File: src/rtl/if_stage_pkg.sv
// Shared definitions for the instruction-fetch stage.
// Contents: next-PC select codes, fetch FSM state encoding, NOP word, PC increment.
// Imported by the fetch stage, its adder and the testbench.
package if_stage_pkg;

  // Next-PC select codes driven back from decode
  localparam logic [1:0] PCSRC_NEXT   = 2'b00;
  localparam logic [1:0] PCSRC_BRANCH = 2'b01;
  localparam logic [1:0] PCSRC_JUMP   = 2'b10;
  localparam logic [1:0] PCSRC_JR     = 2'b11;

  // Fetch FSM: FETCH requests and consumes, DISCARD drains a fetch made stale by a
  // redirect, HOLD parks a word fetched while the pipeline was stalled.
  typedef enum logic [1:0] {
    IF_FETCH   = 2'b00,
    IF_DISCARD = 2'b01,
    IF_HOLD    = 2'b10
  } if_state_t;

  localparam logic [31:0] NOP_WORD = 32'h0000_0000;
  localparam logic [31:0] PC_STEP  = 32'd4;

endpackage

File: src/rtl/if_stage_if.sv
// Fetch-stage bus bundle: instruction-memory req/ack handshake plus the IF/ID register.
// master = fetch stage (drives imem_req/imem_addr and IF/ID), slave = memory + decode side.
// imem_addr is stable while imem_req=1; imem_rdata is meaningful only with imem_ack=1.
interface if_stage_if;
  logic        imem_req;
  logic [31:0] imem_addr;
  logic [31:0] imem_rdata;
  logic        imem_ack;
  logic [31:0] if_id_pc;
  logic [31:0] if_id_instr;
  logic        if_id_valid;

  modport master (
    output imem_req, imem_addr, if_id_pc, if_id_instr, if_id_valid,
    input  imem_rdata, imem_ack
  );

  modport slave (
    input  imem_req, imem_addr, if_id_pc, if_id_instr, if_id_valid,
    output imem_rdata, imem_ack
  );
endinterface

File: src/rtl/if_stage_adder.sv
// Plain 32-bit adder, used for pc+4; the carry out is dropped so the sum wraps mod 2^32.
// Ports: i_a, i_b operands; o_sum result.
// Purely combinational.
module if_stage_adder (
  input  logic [31:0] i_a,
  input  logic [31:0] i_b,
  output logic [31:0] o_sum
);
  assign o_sum = i_a + i_b;
endmodule

File: src/rtl/if_stage.sv
// Instruction-fetch stage: holds the PC, fetches over imem req/ack, fills the IF/ID register.
// Ports: i_clk/i_rst (sync, active-high), i_stall, i_flush, i_pc_src + targets from decode,
//   o_pc_out (debug PC), bus (if_stage_if.master: imem handshake and IF/ID outputs).
module if_stage
  import if_stage_pkg::*;
#(
  parameter logic [31:0] RESET_PC = 32'h0000_0000,
  parameter logic [31:0] NOP      = NOP_WORD
) (
  input  logic        i_clk,
  input  logic        i_rst,
  input  logic        i_stall,
  input  logic        i_flush,
  input  logic [1:0]  i_pc_src,
  input  logic [31:0] i_branch_adr,
  input  logic [31:0] i_jump_adr,
  input  logic [31:0] i_jr_adr,
  output logic [31:0] o_pc_out,
  if_stage_if.master  bus
);

  if_state_t   r_state;
  logic [31:0] r_pc;
  logic [31:0] r_hold_buf;
  logic [31:0] r_saved_tgt;
  logic [31:0] r_if_id_pc;
  logic [31:0] r_if_id_instr;
  logic        r_if_id_valid;

  logic [31:0] w_pc_plus4;
  logic [31:0] w_target;
  logic        w_redirect;
  logic        w_ack;

  if_stage_adder u_pc_adder (
    .i_a   (r_pc),
    .i_b   (PC_STEP),
    .o_sum (w_pc_plus4)
  );

  // A flush with pc_src=00 only squashes; fetch continues at pc+4.
  always_comb begin
    w_target = w_pc_plus4;
    case (i_pc_src)
      PCSRC_NEXT:   w_target = w_pc_plus4;
      PCSRC_BRANCH: w_target = i_branch_adr;
      PCSRC_JUMP:   w_target = i_jump_adr;
      PCSRC_JR:     w_target = i_jr_adr;
      default:      w_target = w_pc_plus4;
    endcase
  end

  assign w_redirect = (i_pc_src != PCSRC_NEXT) | i_flush;

  // Requests are never aborted, so the address is simply the PC, which only moves on ack.
  assign bus.imem_req  = (r_state != IF_HOLD) & ~i_rst;
  assign bus.imem_addr = r_pc;
  // Ignore a stray ack that arrives while nothing is outstanding.
  assign w_ack         = bus.imem_ack & bus.imem_req;

  assign bus.if_id_pc    = r_if_id_pc;
  assign bus.if_id_instr = r_if_id_instr;
  assign bus.if_id_valid = r_if_id_valid;
  assign o_pc_out        = r_pc;

  always_ff @(posedge i_clk) begin
    if (i_rst) begin
      r_state       <= IF_FETCH;
      r_pc          <= RESET_PC;
      r_hold_buf    <= NOP;
      r_saved_tgt   <= RESET_PC;
      r_if_id_pc    <= 32'h0;
      r_if_id_instr <= NOP;
      r_if_id_valid <= 1'b0;
    end else begin
      case (r_state)
        IF_FETCH: begin
          if (i_stall) begin
            // IF/ID frozen; park a word that completes now so the request can drop.
            if (w_ack) begin
              r_hold_buf <= bus.imem_rdata;
              r_state    <= IF_HOLD;
            end
          end else if (w_redirect) begin
            r_if_id_pc    <= w_pc_plus4;
            r_if_id_instr <= NOP;
            r_if_id_valid <= 1'b0;
            if (w_ack) begin
              r_pc <= w_target;
            end else begin
              // Can't abandon the request: remember where to go once it drains.
              r_saved_tgt <= w_target;
              r_state     <= IF_DISCARD;
            end
          end else if (w_ack) begin
            r_if_id_pc    <= w_pc_plus4;
            r_if_id_instr <= bus.imem_rdata;
            r_if_id_valid <= 1'b1;
            r_pc          <= w_pc_plus4;
          end else begin
            r_if_id_pc    <= w_pc_plus4;
            r_if_id_instr <= NOP;
            r_if_id_valid <= 1'b0;
          end
        end

        IF_DISCARD: begin
          // IF/ID already holds a bubble. A flush-only squash carries no new target,
          // so it must not replace the pending branch/jump destination.
          if (w_ack) begin
            r_pc    <= (!i_stall && (i_pc_src != PCSRC_NEXT)) ? w_target : r_saved_tgt;
            r_state <= IF_FETCH;
          end else if (!i_stall && (i_pc_src != PCSRC_NEXT)) begin
            r_saved_tgt <= w_target;
          end
        end

        IF_HOLD: begin
          if (!i_stall) begin
            r_state    <= IF_FETCH;
            r_if_id_pc <= w_pc_plus4;
            if (w_redirect) begin
              r_if_id_instr <= NOP;
              r_if_id_valid <= 1'b0;
              r_pc          <= w_target;
            end else begin
              r_if_id_instr <= r_hold_buf;
              r_if_id_valid <= 1'b1;
              r_pc          <= w_pc_plus4;
            end
          end
        end

        default: r_state <= IF_FETCH;
      endcase
    end
  end

endmodule

File: src/flat_wrapper.sv
// flat-port wrapper written by rule: the top's interface ports become plain ports
module if_stage_flat import if_stage_pkg::*;
#(
  parameter logic [31:0] RESET_PC = 32'h0000_0000,
  parameter logic [31:0] NOP      = NOP_WORD
)
  (i_clk, i_rst, i_stall, i_flush, i_pc_src, i_branch_adr, i_jump_adr, i_jr_adr, o_pc_out, bus_imem_req, bus_imem_addr, bus_if_id_pc, bus_if_id_instr, bus_if_id_valid, bus_imem_rdata, bus_imem_ack);
  if_stage_if bus_i ();
  input  logic i_clk;
  input  logic i_rst;
  input  logic i_stall;
  input  logic i_flush;
  input  logic [1:0] i_pc_src;
  input  logic [31:0] i_branch_adr;
  input  logic [31:0] i_jump_adr;
  input  logic [31:0] i_jr_adr;
  output logic [31:0] o_pc_out;
  output wire logic [$bits(bus_i.imem_req)-1:0] bus_imem_req;
  output wire logic [$bits(bus_i.imem_addr)-1:0] bus_imem_addr;
  output wire logic [$bits(bus_i.if_id_pc)-1:0] bus_if_id_pc;
  output wire logic [$bits(bus_i.if_id_instr)-1:0] bus_if_id_instr;
  output wire logic [$bits(bus_i.if_id_valid)-1:0] bus_if_id_valid;
  input wire logic [$bits(bus_i.imem_rdata)-1:0] bus_imem_rdata;
  input wire logic [$bits(bus_i.imem_ack)-1:0] bus_imem_ack;
  assign bus_imem_req = bus_i.imem_req;
  assign bus_imem_addr = bus_i.imem_addr;
  assign bus_if_id_pc = bus_i.if_id_pc;
  assign bus_if_id_instr = bus_i.if_id_instr;
  assign bus_if_id_valid = bus_i.if_id_valid;
  assign bus_i.imem_rdata = bus_imem_rdata;
  assign bus_i.imem_ack = bus_imem_ack;
  if_stage #(.RESET_PC(RESET_PC), .NOP(NOP)) u_core (.i_clk(i_clk), .i_rst(i_rst), .i_stall(i_stall), .i_flush(i_flush), .i_pc_src(i_pc_src), .i_branch_adr(i_branch_adr), .i_jump_adr(i_jump_adr), .i_jr_adr(i_jr_adr), .o_pc_out(o_pc_out), .bus(bus_i));
endmodule
File: config.mk
export PLATFORM = sky130hd
export DESIGN_NAME = if_stage_flat
export DESIGN_NICKNAME = d
export VERILOG_FILES = /design/src/rtl/if_stage_pkg.sv /design/src/rtl/if_stage_if.sv /design/src/rtl/if_stage_adder.sv /design/src/rtl/if_stage.sv /design/src/flat_wrapper.sv
export SDC_FILE = /design/constraint.sdc
export NUM_CORES = 1
export LEC_CHECK = 0
export ABC_AREA = 1
export ABC_CLOCK_PERIOD_IN_PS = 1600
export CAP_MARGIN = 20
export CORE_MARGIN = 3
export CORE_UTILIZATION = 34
export DETAILED_ROUTE_END_ITERATION = 8
export GPL_ROUTABILITY_DRIVEN = 0
export SYNTH_ARGS = -nofsm -noshare
export SYNTH_HDL_FRONTEND = slang
export SYNTH_SLANG_ARGS = --single-unit
File: constraint.sdc
create_clock -name i_clk -period 1.6 [get_ports i_clk]
set_input_delay 0.16 -clock i_clk [delete_from_list [all_inputs] [get_ports i_clk]]
set_output_delay 0.16 -clock i_clk [all_outputs]
set_load 0.01 [all_outputs]
### Yosys cells after proc, flatten, opt, wreduce, memory -nomap -nowiden

Cells that the tools add are included.

| word-level totals | value |
|---|---|
| bits of input ports | 135 |
| bits in registers | 163 |
| logic and storage cells | 78 |

| operators by class | value |
|---|---|
| muxes and demuxes | 34 |
| equality and inequality tests | 16 |
| bitwise logic cells | 5 |
| reductions and logical operators | 15 |
| add/sub/neg operators | 1 |

Operators by type and width:

| cell | count |
|---|---|
| 32-bit 2-to-1 mux | 17 |
| 32-bit case mux with 2 select lines | 2 |
| 32-bit case mux with 4 select lines | 1 |
| 32-bit case mux with 3 select lines | 1 |
| 32-bit by 3-bit adder with 32-bit output, second input constant | 1 |
| 5-bit AND reduction | 3 |
| 2-bit 2-to-1 mux | 6 |
| 2-bit inequality test, second input constant | 5 |
| 2-bit == test, second input constant | 3 |
| 2-bit by 1-bit inequality test with 1-bit output, second input constant | 3 |
| 3-bit by 2-bit inequality test with 1-bit output, second input constant | 2 |
| 2-bit case mux with 3 select lines | 1 |
| 3-bit AND reduction | 2 |
| 2-bit nonzero test | 3 |
| 1-bit 2-to-1 mux | 5 |
| 2-bit by 1-bit == test with 1-bit output, second input constant | 2 |
| 2-bit zero test | 2 |
| 3-bit inequality test, second input constant | 1 |
| 3-bit nonzero test | 1 |
| 1-bit bitwise AND | 2 |
| 1-bit inverter | 2 |
| 1-bit case mux with 2 select lines | 1 |
| 2-bit AND reduction | 1 |
| 2-bit OR reduction | 1 |
| other kinds (3) | 3 |

### Logic depth before layout (Yosys ltp)

Gate-level depths: netlist of the first run.

| depth | value |
|---|---|
| word-level depth | 7 |
| mapped depth | 12 |
| gate-level depth less buffers | 12 |

### By module

From an unflattened synthesis of the first run, not the netlist that was laid out.

| unflattened totals | value |
|---|---|
| cell total of the unflattened synthesis | 1,649 |
| area, all modules | 10,238.6 um^2 |

Modules (own cells, without submodules):

| module | instances | area each (um^2) | cells each |
|---|---|---|---|
| if_stage | 1 | 7,905.1 | 1,155 |
| if_stage_adder | 1 | 2,333.5 | 494 |

### Worst setup path after synthesis of the first run

No wires, ideal clock.

| timing path | value |
|---|---|
| kind | reg2reg |
| start | reg u_core.r_pc[2] (netlist: u_core.bus.imem_addr[2]) |
| end | reg u_core.r_pc[20] (netlist: u_core.bus.imem_addr[20]) |
| cell stages (with the launch flop) | 13 |
| slack | -0.141 ns |
| library setup time | 0.109 ns |
| arrival time | 1.632 ns |
| period minus slack after synthesis | 1.741 ns |
| data required time | 1.491 ns |
| path through | dfxtp_1 -> ha_1 -> nand3_1 -> inv_1 -> nand2_1 -> nor2_1 -> nand2_1 -> nand2_1 -> nand3_1 -> nand2_1 -> nand3_1 -> nand2_1 -> inv_1 |

| between the ends | value |
|---|---|
| longest elaborated chain between the ends | 6 |
| elaborated cells on any way between the ends | 11 |
| classes of those cells | 1 x add/sub; 10 x mux |

Ends and longest elaborated chain:

| element | line | source |
|---|---|---|
| start: declaration | if_stage.sv:23 | `logic [31:0] r_pc;` |
| start signal: assignment | if_stage.sv:89 | `r_pc <= w_target;` |
| start signal: assignment | if_stage.sv:99 | `r_pc <= w_pc_plus4;` |
| start signal: assignment | if_stage.sv:111 | `r_pc <= (!i_stall && (i_pc_src != PCSRC_NEXT)) ? w_target : r_saved_tgt;` |
| 32-bit by 3-bit adder with 32-bit output * | if_stage_adder.sv:9 | `assign o_sum = i_a + i_b;` |
| 32-bit case mux with 4 select lines | if_stage.sv:44 | `case (i_pc_src)` |
| 32-bit 2-to-1 mux | if_stage.sv:88 | `if (w_ack) begin` |
| 32-bit 2-to-1 mux | if_stage.sv:84 | `end else if (w_redirect) begin` |
| 32-bit 2-to-1 mux | if_stage.sv:78 | `if (i_stall) begin` |
| 32-bit case mux with 3 select lines * | if_stage.sv:76 | `case (r_state)` |

Mark *: on every way between the ends. The rest lies on a longest branch, timed or not. The select of a mux whose other input is x is not followed.
A chain may end at the register's enable or synchronous reset.

### Worst setup path after layout of the first run

| timing path | value |
|---|---|
| start | reg u_core.r_pc[3] (netlist: u_core.bus.imem_addr[3]) |
| end | reg u_core.r_pc[14] (netlist: u_core.bus.imem_addr[14]) |

The elaborated chain is that of the path after synthesis.

==> flow_metrics.tcl, run 1 <==
set metrics [dict create \
    die_h_um 166.8 \
    ioPinCount 265 \
    synth_nets 1487 \
    cts.hold.buffers_added 0 \
    multi_input_area_sq_um 5243 \
    ant_nets 0 \
    grt_max_degree 62 \
    max_freq_mhz 598.4 \
    wire_per_inst_um 16.75 \
    whs_endpoint "u_core.r_state[1]" \
    yosys_warnings 0 \
    crit_path_start_kind "flop" \
    grt_pass1_wl_mm 51.47 \
    vdd_ir_drop_max_uv 750.7 \
    drt_iter0_markers 729 \
    power_density_nw_per_um2 814.7 \
    htreeDepth 4 \
    post_drt_via_cell_ratio 4.986 \
    dieArea_sq_um 27830 \
    critical_path_class "flop to flop" \
    cp.arrival_ps 2000 \
    synth_area_sq_um 8793 \
    synth_cell_type_count 36 \
    syn_inst 1351 \
    required_ps 1930 \
    cts_root_buf "clkbuf_16" \
    synth.top_cell.area_share 0.3711 \
    endpoint_kind "flop" \
    setup_ws_ps -71.21 \
    grt_pass1_vias 9823 \
    gr-usage-all-layers 0.2277 \
    hold_path.class "input pin to flop" \
    hp-start "i_rst" \
    setup_violations 25 \
    wl_met3_mm 2.289 \
    reg2regPathDepth 12 \
    postSynthAreaPerCell_sq_um 6.509 \
    drtPass1Iterations 7 \
    num_antenna_cells 0 \
    num_rows 58 \
    maxSlewViolCount 0 \
    finClkSkew_ps 11.64 \
    area_growth_pct 65.54 \
    num_vias 10271 \
    layout-drive-gt1-share 0.2590 \
    rsz0062_at_grt "yes" \
    core_area_sq_um 25330 \
    min_path_cells 5 \
    synth_ff_type "dfxtp_1" \
    cap_viol_max_count 0 \
    wl_met2_mm 17.57 \
    grt_antenna_before_repair 0 \
    clkTransAtPathRegs_ps 80 \
    cp_max_fo 4 \
    final_hold_viol_count 0 \
    status "complete, but fails checks" \
    violations "setup timing" \
    seq_area_frac_synth 0.3711 \
    fillCellCount 2381 \
    wirelength_mm 34.51 \
    clkSinkCount 163 \
    worst-r2r-setup-slack_ps -70 \
    clockBufferDepth 2 \
    period_share 1.045 \
    initial_core_util 0.3472 \
    portBuffers 264 \
    synth-seq-cells 163 \
    clk_latency_ps 440 \
    reg2reg_to "u_core.bus.imem_addr[14]" \
    p_leak_nw 6.642 \
    ys_async_sr_fraction 0 \
    tns_ps -517.1 \
    seq_area_sq_um 3329 \
    worstReg2RegStart "u_core.bus.imem_addr[3]" \
    whs_ps 299.8 \
    nets 1853 \
    remaining_drc_errors 0 \
    numCtsBuffers 17 \
    wl_met1_mm 13.63 \
    maxUsedRoutingLayer "met4" \
    cts_tree "yes" \
    relSlewSlack 0.5117 \
    ys_top_cells_by_area "dfxtp_1 37%, nand2_1 12%, nor2_1 8.1%" \
    tightestPinTransition_ps 732.4 \
    synth_edf_count 0 \
    overflow 0 \
    post-route-min-period_ps 1671 \
    synth_area_leader_cell "dfxtp_1" \
    die_w_um 166.8 \
    dp.final_hpwl_mm 24.31 \
]
-- sequential cells by signal, indices dropped and copies added, names as in the netlist --
name / cells
u_core.bus.if_id_valid: 1
u_core.r_hold_buf: 32
u_core.bus.imem_addr: 32
u_core.r_saved_tgt: 32
u_core.bus.if_id_pc: 32
u_core.r_state: 2
u_core.bus.if_id_instr: 32
-- cell usage after synthesis, drive strengths merged, types with 2 or more instances --
library cell / number
a21oi: 80
a22oi: 28
a31oi: 7
buf: 70
clkbuf: 37
dfxtp: 163
inv: 163
nand2: 287
nand3: 135
nand4: 4
nor2: 200
o211ai: 26
o21a: 2
o21ai: 129
o221ai: 3
o22ai: 2
xnor2: 2
xor2: 7
-- worst max path at each step --
| stage | from | end | slack (ps) | cells past startpoint |
|---|---|---|---|---|
| 2_1_floorplan | u_core.bus.imem_addr[2] | u_core.bus.imem_addr[18] | 20 | 10 |
| 3_3_place_gp | i_pc_src[1] | u_core.r_saved_tgt[31] | -400 | 12 |
| 3_5_place_dp | i_pc_src[1] | u_core.r_saved_tgt[27] | -480 | 12 |
| 4_1_cts | u_core.bus.imem_addr[2] | u_core.bus.imem_addr[27] | -120 | 11 |
| 5_1_grt | u_core.bus.imem_addr[2] | u_core.bus.imem_addr[22] | -150 | 13 |
| 6_report | u_core.bus.imem_addr[3] | u_core.bus.imem_addr[14] | -70 | 12 |
-- through the flow --
| step | setup slack [ps] | cell area, sq um | power [W] | util | std cells |
|---|---|---|---|---|---|
| after floorplan | 24.52 | 8803 | 0.006010 | - | 1351 |
| after global placement | -398.3 | 12590 | 0.007482 | 0.4972 | 2003 |
| after detailed placement | -475.1 | 12590 | 0.007509 | 0.4972 | 2003 |
| after CTS | -120.3 | 13480 | 0.01163 | 0.5322 | 2040 |
| after global routing | -153.8 | 14560 | 0.01241 | 0.5747 | 2060 |
| final | -71.21 | 14560 | 0.01186 | 0.5747 | 2060 |
-- placed cells by master (no fill, tap or decap), types with 13 or more instances in the layout --
cell,instances
a22oi_1,28
buf_4,154
nand2_1,241
o21ai_0,111
o211ai_1,26
dfxtp_1,136
dfxtp_2,14
dfxtp_4,13
nor2_2,23
buf_12,14
nand2_2,36
buf_6,16
nand3_1,95
clkdlybuf4s50_1,202
clkbuf_16,21
inv_1,149
dlygate4sd2_1,51
nand3_2,36
a21oi_1,80
nor2_1,120
nor2_4,56
-- logic make-up (layout without fill, tap and decap cells) --
group           count (synthesis)  in the layout  synth area share
simple gates                  629            629            0.2984
buf+inv                       271            650            0.1416
xor+xnor                        9              9          0.008965
flops                         163            163            0.3711
compound gates                278            278            0.1786
fa+ha+maj                       1              1          0.001423
-- routing by layer --
metal | track usage | up-vias
met2 | 0.3982 | 366
met5 | 0 | -
met1 | 0.2761 | 4783
li1 | - | 5067
met4 | 0.08034 | 0
met3 | 0.04890 | 55
-- critical path, cell delays in order, from the launching register on --
cell and delay [ps]:
dfxtp_4 390, ha_4 160, nand3_4 70, inv_2 70
nand2_4 70, buf_12 150, buf_6 110, o21ai_4 140
nand3_2 120, nand3_2 110, nand3_2 80, nand2_1 60
inv_1 40
-- final cells by class --
cell class | instances | share of cell area
multi-input cells | 917 | 0.3602
repair inverters | 1 | 0.0003438
clock buffers | 18 | 0.02948
well taps | 330 | 0.02837
inverters | 164 | 0.04367
flip-flops and latches | 163 | 0.2287
repair buffers | 453 | 0.2985
clock inverters | 14 | 0.01074
-- repair_timing --
action	in CTS	in global routing
pin swaps	23	48
endpoints found under the setup margin	161	131
gates cloned	1	6
buffers inserted	4	14
gates resized for setup	152	228
-- power breakdown --
part           switching [W]  internal (W)
clock network        0.00202       0.00210
logic                0.00160       0.00154
registers           0.000216       0.00439
total                0.00383       0.00803
No activity file was read; power rests on OpenSTA's default activity.
==> run 2, diff against run 1 <==
Settings changed: CAP_MARGIN 20 to unset, PLACE_DENSITY set to 0.6.
==> results of run 2 <==
No change in the layout: final DEF, timing and power equal those of run 1.
